File: config.mk
export PLATFORM = sky130hd
export DESIGN_NAME = axis_header_arbiter
export DESIGN_NICKNAME = d
export VERILOG_FILES = /design/src/rtl/axis_hdr_pkg.sv /design/src/rtl/axis_rr_pick.sv /design/src/rtl/axis_header_arbiter.sv
export SDC_FILE = /design/constraint.sdc
export NUM_CORES = 1
export LEC_CHECK = 0
export ABC_CLOCK_PERIOD_IN_PS = 2000
export CAP_MARGIN = 25
export CORE_MARGIN = 8
export CORE_UTILIZATION = 47
export DETAILED_ROUTE_END_ITERATION = 8
export DONT_BUFFER_PORTS = 1
export PLACE_DENSITY = 0.62
export SLEW_MARGIN = 15
export SYNTH_ARGS = -nofsm -noshare
export SYNTH_HDL_FRONTEND = slang
export SYNTH_HIERARCHICAL = 1
export SYNTH_SLANG_ARGS = --single-unit
File: constraint.sdc
create_clock -name clk -period 2 [get_ports clk]
set_input_delay 0.4 -clock clk [delete_from_list [all_inputs] [get_ports clk]]
set_output_delay 0.4 -clock clk [all_outputs]
set_load 0.05 [all_outputs]
File: src/rtl/axis_hdr_pkg.sv
// Shared definitions for the header arbiter: one-hot state encodings, default timeout and
// the descriptor sanity check.
package axis_hdr_pkg;

    localparam logic [3:0] ST_IDLE  = 4'b0001;
    localparam logic [3:0] ST_GRANT = 4'b0010;
    localparam logic [3:0] ST_OFFER = 4'b0100;
    localparam logic [3:0] ST_BUSY  = 4'b1000;

    localparam int unsigned DEF_TIMEOUT_CYC = 1024;

    // A descriptor is usable only when its keep mask is exactly the low byte_cnt lanes.
    function automatic logic desc_ok(input logic [63:0] keep, input int unsigned cnt,
                                     input int unsigned nbytes);
        logic [63:0] mask;
        mask = (64'd1 << cnt) - 64'd1;
        return (cnt >= 1) && (cnt <= nbytes) && (keep == mask);
    endfunction

endpackage

File: src/rtl/axis_rr_pick.sv
// Combinational round-robin picker: first valid requester at or after rr_ptr, with wrap.
module axis_rr_pick #(
    parameter int unsigned NUM_REQ   = 4,
    parameter int unsigned REQ_ID_WD = $clog2(NUM_REQ)
) (
    input  logic [NUM_REQ-1:0]   req_valid,
    input  logic [REQ_ID_WD-1:0] rr_ptr,
    output logic [REQ_ID_WD-1:0] win_id,
    output logic                 any_valid
);

    always_comb begin
        int unsigned idx;
        idx       = 0;
        win_id    = '0;
        any_valid = |req_valid;
        // Walk offsets from farthest to nearest so the nearest valid requester wins.
        for (int i = NUM_REQ - 1; i >= 0; i--) begin
            idx = (32'(rr_ptr) + 32'(i)) % NUM_REQ;
            if (req_valid[idx]) begin
                win_id = REQ_ID_WD'(idx);
            end
        end
    end

endmodule

File: src/rtl/axis_header_arbiter.sv
// Packet-level scheduler sharing one header inserter among NUM_REQ sources; holds each grant
// until the inserter closes the packet or the output stream stalls too long.
module axis_header_arbiter
    import axis_hdr_pkg::*;
#(
    parameter int unsigned DATA_WD      = 32,
    parameter int unsigned DATA_BYTE_WD = DATA_WD / 8,
    parameter int unsigned BYTE_CNT_WD  = $clog2(DATA_BYTE_WD),
    parameter int unsigned NUM_REQ      = 4,
    parameter int unsigned REQ_ID_WD    = $clog2(NUM_REQ),
    parameter int unsigned TIMEOUT_CYC  = DEF_TIMEOUT_CYC
) (
    input  logic                                 clk,
    input  logic                                 rst_n,
    input  logic [NUM_REQ-1:0]                   req_valid,
    input  logic [NUM_REQ*DATA_WD-1:0]           req_header,
    input  logic [NUM_REQ*DATA_BYTE_WD-1:0]      req_keep,
    input  logic [NUM_REQ*(BYTE_CNT_WD+1)-1:0]   req_byte_cnt,
    output logic [NUM_REQ-1:0]                   req_ready,
    output logic                                 valid_insert,
    output logic [DATA_WD-1:0]                   header_insert,
    output logic [DATA_BYTE_WD-1:0]              keep_insert,
    output logic [BYTE_CNT_WD:0]                 byte_insert_cnt,
    input  logic                                 ready_insert,
    input  logic                                 mon_valid_out,
    input  logic                                 mon_ready_out,
    input  logic                                 mon_last_out,
    output logic [REQ_ID_WD-1:0]                 grant_id,
    output logic                                 busy,
    output logic                                 err_desc,
    output logic                                 err_timeout
);

    localparam int unsigned StallWd = (TIMEOUT_CYC == 0) ? 1 : $clog2(TIMEOUT_CYC + 1);
    localparam logic [StallWd-1:0] StallLast =
        StallWd'((TIMEOUT_CYC == 0) ? 0 : TIMEOUT_CYC - 1);
    localparam int unsigned CntWd = BYTE_CNT_WD + 1;

    logic [3:0]              state_q, state_d;
    logic [REQ_ID_WD-1:0]    rr_ptr_q, rr_ptr_d;
    logic [REQ_ID_WD-1:0]    grant_id_q, grant_id_d;
    logic [DATA_WD-1:0]      hdr_q, hdr_d;
    logic [DATA_BYTE_WD-1:0] keep_q, keep_d;
    logic [BYTE_CNT_WD:0]    cnt_q, cnt_d;
    logic [StallWd-1:0]      stall_q, stall_d;
    logic                    err_desc_q, err_desc_d;
    logic                    err_timeout_q, err_timeout_d;

    logic [REQ_ID_WD-1:0]    win_id;
    logic                    any_valid;
    logic [DATA_WD-1:0]      sel_hdr;
    logic [DATA_BYTE_WD-1:0] sel_keep;
    logic [BYTE_CNT_WD:0]    sel_cnt;
    logic                    sel_ok;
    logic                    out_beat;

    axis_rr_pick #(
        .NUM_REQ  (NUM_REQ),
        .REQ_ID_WD(REQ_ID_WD)
    ) u_rr_pick (
        .req_valid(req_valid),
        .rr_ptr   (rr_ptr_q),
        .win_id   (win_id),
        .any_valid(any_valid)
    );

    assign sel_hdr  = req_header[32'(grant_id_q) * DATA_WD +: DATA_WD];
    assign sel_keep = req_keep[32'(grant_id_q) * DATA_BYTE_WD +: DATA_BYTE_WD];
    assign sel_cnt  = req_byte_cnt[32'(grant_id_q) * CntWd +: CntWd];
    assign sel_ok   = desc_ok(64'(sel_keep), 32'(sel_cnt), DATA_BYTE_WD);
    assign out_beat = mon_valid_out && mon_ready_out;

    always_comb begin
        state_d       = state_q;
        rr_ptr_d      = rr_ptr_q;
        grant_id_d    = grant_id_q;
        hdr_d         = hdr_q;
        keep_d        = keep_q;
        cnt_d         = cnt_q;
        stall_d       = stall_q;
        err_desc_d    = 1'b0;
        err_timeout_d = 1'b0;
        unique case (state_q)
            ST_IDLE: begin
                if (any_valid) begin
                    grant_id_d = win_id;
                    state_d    = ST_GRANT;
                end
            end
            ST_GRANT: begin
                hdr_d    = sel_hdr;
                keep_d   = sel_keep;
                cnt_d    = sel_cnt;
                rr_ptr_d = (32'(grant_id_q) == NUM_REQ - 1) ? '0
                                                            : grant_id_q + REQ_ID_WD'(1);
                if (sel_ok) begin
                    state_d = ST_OFFER;
                end else begin
                    state_d    = ST_IDLE;
                    err_desc_d = 1'b1;
                end
            end
            ST_OFFER: begin
                if (ready_insert) begin
                    state_d = ST_BUSY;
                    stall_d = '0;
                end
            end
            ST_BUSY: begin
                if (out_beat) begin
                    stall_d = '0;
                    if (mon_last_out) state_d = ST_IDLE;
                end else if (TIMEOUT_CYC != 0 && stall_q == StallLast) begin
                    stall_d       = '0;
                    err_timeout_d = 1'b1;
                    state_d       = ST_IDLE;
                end else if (stall_q != '1) begin
                    stall_d = stall_q + StallWd'(1);
                end
            end
            default: state_d = ST_IDLE;
        endcase
    end

    always_ff @(posedge clk or negedge rst_n) begin
        if (!rst_n) begin
            state_q       <= ST_IDLE;
            rr_ptr_q      <= '0;
            grant_id_q    <= '0;
            hdr_q         <= '0;
            keep_q        <= '0;
            cnt_q         <= '0;
            stall_q       <= '0;
            err_desc_q    <= 1'b0;
            err_timeout_q <= 1'b0;
        end else begin
            state_q       <= state_d;
            rr_ptr_q      <= rr_ptr_d;
            grant_id_q    <= grant_id_d;
            hdr_q         <= hdr_d;
            keep_q        <= keep_d;
            cnt_q         <= cnt_d;
            stall_q       <= stall_d;
            err_desc_q    <= err_desc_d;
            err_timeout_q <= err_timeout_d;
        end
    end

    always_comb begin
        req_ready = '0;
        if (state_q == ST_GRANT) req_ready[grant_id_q] = 1'b1;
    end

    assign valid_insert    = (state_q == ST_OFFER);
    assign busy            = (state_q == ST_GRANT) || (state_q == ST_OFFER) ||
                             (state_q == ST_BUSY);
    assign header_insert   = hdr_q;
    assign keep_insert     = keep_q;
    assign byte_insert_cnt = cnt_q;
    assign grant_id        = grant_id_q;
    assign err_desc        = err_desc_q;
    assign err_timeout     = err_timeout_q;

endmodule

[After elaboration in Yosys (flattened, before gate mapping)]
Index checks and enable logic that the tools add are counted.
Widths: inputs -> output; s select.
Cells by class
  add/subtract/negate cells: 6
  divide/modulo/power cells: 0
  multiply operators: 1
  shift operators: 4
  $lt $le $gt $ge: 8
  reductions and logical operators: 11
  bitwise logic cells: 0
  multiplexer cells: 33
  equality and inequality tests: 13
Operator list (count)
  $shiftx 128x8->32: 1
  $eq 4x64->1: 1
  $shl 1x3->64 const A: 1
  $sub 64x1->64 const B: 1
  $mux 11: 4
  $mux 4: 6
  $pmux 11 s2: 1
  $pmux 4 s4: 1
  $shiftx 16x5->4: 1
  $lt 2x3->1 const B: 5
  $shiftx 12x5->3: 1
  $add 11x1->11 const B: 1
  $eq 11x10->1 const B: 1
  $ne 11x11->1 const B: 1
  $mux 1: 10
  $mux 2: 5
  $bmux 1 s2: 4
  $ne 3x3->1 const B: 2
  $add 2x1->2 const B: 2
  $add 2x2->2 const B: 2
  $eq 4x1->1 const B: 1
  $eq 4x2->1 const B: 1
  $eq 4x3->1 const B: 1
  $eq 4x4->1 const B: 1
  17 further kinds: 21
Word-level totals
  logic and storage cells: 85
  register bits after elaboration: 60
  bits in writable memories: 0
  bits of input ports: 166
  bits in latches: 0
  memory bits (read-only): 0
  memories: 0

[Logic depth before layout (Yosys ltp)]
  depth in word-level cells: 8
  gate-level depth with buffers: 9

[Modules after synthesis]
The synthesis kept the hierarchy.
By module, submodules not included
  axis_header_arbiter: area an instance 3634.7 um^2, cells each 264, instances 1
  axis_rr_pick: area an instance 77.6 um^2, cells each 13, instances 1

[Worst setup path before layout]
Ideal clock, no wire load.
  path kind: register to register
  start point: register grant_id_q[0], in the netlist grant_id[0]
  end point: register state_q[0]
  stages on the path, launching flop included: 10
  data required time: 1.918 ns
  library setup time: 0.082 ns
  setup slack: -0.385 ns
  clock period less this slack: 2.385 ns
  buffers on the path: 1
  arrival time: 2.302 ns
  path through: dfrtp_1 buf_6 mux4_2 nand3_1 inv_1 ha_1 nand3b_1 a21oi_1 a22o_1 a22oi_1
Between the ends
  word-level cells in the longest chain between the ends: 8
  elaborated cells on any way between the ends: 12
  classes of those cells: add/sub: 1; mul: 1; order compare: 2; eq/ne: 1; shift: 3; mux: 2; reduce/logical: 2
Ends and longest elaborated chain
  from (decl): RTL line axis_header_arbiter.sv:41  | logic [REQ_ID_WD-1:0] grant_id_q, grant_id_d;
  from (signal assigned): RTL line axis_header_arbiter.sv:139  | grant_id_q <= grant_id_d;
  $mul 2x2->4: RTL line axis_header_arbiter.sv:69  | assign sel_cnt = req_byte_cnt[32'(grant_id_q) * CntWd +: CntWd];
  $shiftx 12x5->3: RTL line axis_header_arbiter.sv:69
  $shl 1x3->64: RTL line axis_hdr_pkg.sv:16  | mask = (64'd1 << cnt) - 64'd1;
  $sub 64x1->64: RTL line axis_hdr_pkg.sv:16
  $eq 4x64->1: RTL line axis_hdr_pkg.sv:17  | return (cnt >= 1) && (cnt <= nbytes) && (keep == mask);
  $logic_and 1x1->1 *: RTL line axis_hdr_pkg.sv:17
  $mux 3 *: RTL line axis_header_arbiter.sv:96  | if (sel_ok) begin
  $pmux 4 s4 *: RTL line axis_header_arbiter.sv:83  | unique case (state_q)
  to (signal assigned): RTL line axis_header_arbiter.sv:137  | state_q <= state_d;
  to (decl): RTL line axis_header_arbiter.sv:39  | logic [3:0] state_q, state_d;
Mark *: on every way between the ends. The rest lies on a longest branch, timed or not.
A chain may end at the register's enable or synchronous reset.

[Final worst setup path]
Same ends and word-level chain as after synthesis.

==> run metrics <==
critical path launch point type=flip-flop; share of the synthesized area in the top cell type=39.8%; Worst-Margin Slew=542 ps; ranking of synthesized cells by area=dfrtp_1 40%, mux4_2 23%, mux2_2 13%; FF-to-FF path depth=8; Worst Clk Skew=11.3 ps; CTS buffer count=9; HP Class=input pin to flip-flop; DRT Wirelength=11000 microns; Main synth FF type=dfrtp_1; placed cell areas=0.00400 sq mm; crit path to=state_q[0]; final setup vio count=2; initial antenna violation count=1; commonest non-fill, non-tap cell in the layout=dfrtp_1; Longest Clk Path Bufs=2; largest area contributor in the netlist=dfrtp_1; Worst-path clk slew=70 ps; final instance area=0.00436 sq mm; CP Launch Point=grant_id[0]; clock latency on the worst-skew pair=330 ps; drt first pass iters=4; Mapped Cells=277; max_slew headroom=63.9%; die height=105 microns; Post-DRT Antenna Nets=0; Clock H-tree levels=3; Syn Nets=449; CTS tree=yes; number of max-cap violations=0; largest net degree at the start of global routing=61; post-layout min period=2030 ps; Arr. time, crit path=2280 ps; Core ar.=0.00769 sq mm; Residual DRC=0; CP Capture Type=flip-flop; reg2reg start=grant_id[0]; Async S/R FF share, synth=100%; IO Port Bufs=0; flops & latches, synth=60; Avg WL per Cell=26.5 microns; Placement Rows=32; GPL Wtd Cong=0.782; # fillers=654; GRT Util Overall=20.0%; Ys Warns=6; initial detailed-routing violation count=95; RSZ-0062 raised after global routing=yes; mapped cell area=0.00371 sq mm; layout cell share with drive strength beyond 1=47.8%; die extent in x=105 microns; Fin Setup TNS=-61.5 ps; Syn Area/Cell=13.4 sq um; Max VDD drop=0.895 mV; Detail Placement HPWL=8700 microns; first-pass GRT wire length=17100 microns; Layout area overhead=17.5%; DR vias=2592; Leakage=0.00176 uW; Starting Density=48.3%; fmax=492 MHz; FF-to-FF End=state_q[0]; total die area=0.0110 sq mm; Via density=6.25; vias in the first global route=2904; clock sinks=60; crit-path max FO=6; Core Util, Final=56.7%; Post-synth EDFFs=0; Final Hold Vio Count=0; synth unique cells=52; pre-CTS setup slack=-50.4 ps; worst setup margin=-31.0 ps; total power=8080 uW; FF-to-FF setup slack=-30 ps; GR Overflow Total=0; CTS Root Cell=clkbuf_8; status=complete, but fails checks; Tcrit/Tclk final=102%; commonest cells after routing, fill and taps aside=57 x dfrtp_1, 43 x mux2_2, 39 x mux4_2; Final Net Count=480; failing checks=negative setup slack; # IOs=215; Slew Limit Fails=0; Seq/Total Area, Yosys=40.5%; Power Density=1850 mW/mm^2; CP Data Required Time=2250 ps; CP Class=flip-flop to flip-flop
==> critical path: stages, from the launching register on <==
cell and delay [ps]:
dfrtp_4 470, mux4_2 570, nand3_2 100, inv_2 30, ha_1 260, nand3b_1 100, a21oi_2 50, a22o_1 210
a22oi_1 140
==> how the worst min path moves through the flow <==
| stage | endpoint | slack, ps | startpoint | depth (start not counted) |
|---|---|---|---|---|
| after floorplan | byte_insert_cnt[0] | 100 | rst_n | 0 |
| after global placement | header_insert[23] | 110 | rst_n | 0 |
| after detailed placement | header_insert[22] | 110 | rst_n | 0 |
| after CTS | state_q[2] | 270 | ready_insert | 2 |
| after global routing | state_q[2] | 300 | ready_insert | 2 |
| final | state_q[2] | 300 | ready_insert | 2 |
==> layer usage <==
metal	routed length (microns)	GRT usage, %
met4	159	6.01
met1	4000	22.0
met2	5650	33.7
met3	1180	9.64
met5	13	0
==> synth_stat cells, types with 3 or more instances <==
cell type	number
o21ai_0	8
inv_1	7
clkbuf_1	5
nand4_1	3
nand3_1	7
dfrtp_1	59
buf_2	6
nor2b_1	3
nor2_1	14
mux2_2	43
a21oi_1	7
or3_1	4
mux4_2	38
ha_1	6
nand2b_1	3
nor3_1	3
nand2_1	13
and2_1	5
==> stage by stage <==
step / hold slack [ps] / instances
4_1_cts: 274 / 410
3_5_place_dp: 107 / 388
6_report: 300 / 415
5_1_grt: 298 / 414
2_1_floorplan: 104 / 277
3_3_place_gp: 106 / 388
==> repair_timing <==
item / 4_1_cts / 5_1_grt
resized for setup: 4 / 9
hold buffers: 2 / 0
buffers inserted: 4 / 4
pin swaps: 5 / 3
setup endpoints to repair: 6 / 12
endpoints found under the hold margin: 60 / 0
cloned: 1 / 0
==> logic make-up after synthesis <==
logic type	Yosys count	share of synthesized area, %
and+or+nand+nor	67	10.1
AOI/OAI and AO/OA	35	6.57
xor gates and xnor gates	3	0.708
adders and majority gates	6	2.02
DFF	60	40.5
muxes	83	37.1
buffers and inverters	23	3.07
==> power by group <==
part / total [uW] / internal (uW) / switching (uW) / leakage [uW]
Clock: 1130 / 673 / 455 / 0.000103
Combinational: 3370 / 1930 / 1440 / 0.000923
Sequential: 3580 / 1680 / 1900 / 0.000732
Total: 8080 / 4290 / 3800 / 0.00176
==> flip-flops by register name, indices dropped and copies added (netlist names) <==
signal           count
header_insert       32
stall_q             11
keep_insert          4
state_q              4
byte_insert_cnt      3
grant_id             2
rr_ptr_q             2
err_desc             1
err_timeout          1
==> final cells by class <==
class,count,area (sq um),share of cell area (%)
sequential,60,1510,34.6
clock buffer,14,173,3.96
inverter,7,26.3,0.602
timing repair buffer,36,369,8.46
tap,102,128,2.93
clock inverter,1,30.0,0.688
antenna,1,2.50,0.0574
multi-input combinational,194,2130,48.7
Note: power is estimated with default switching activity, not from simulation.
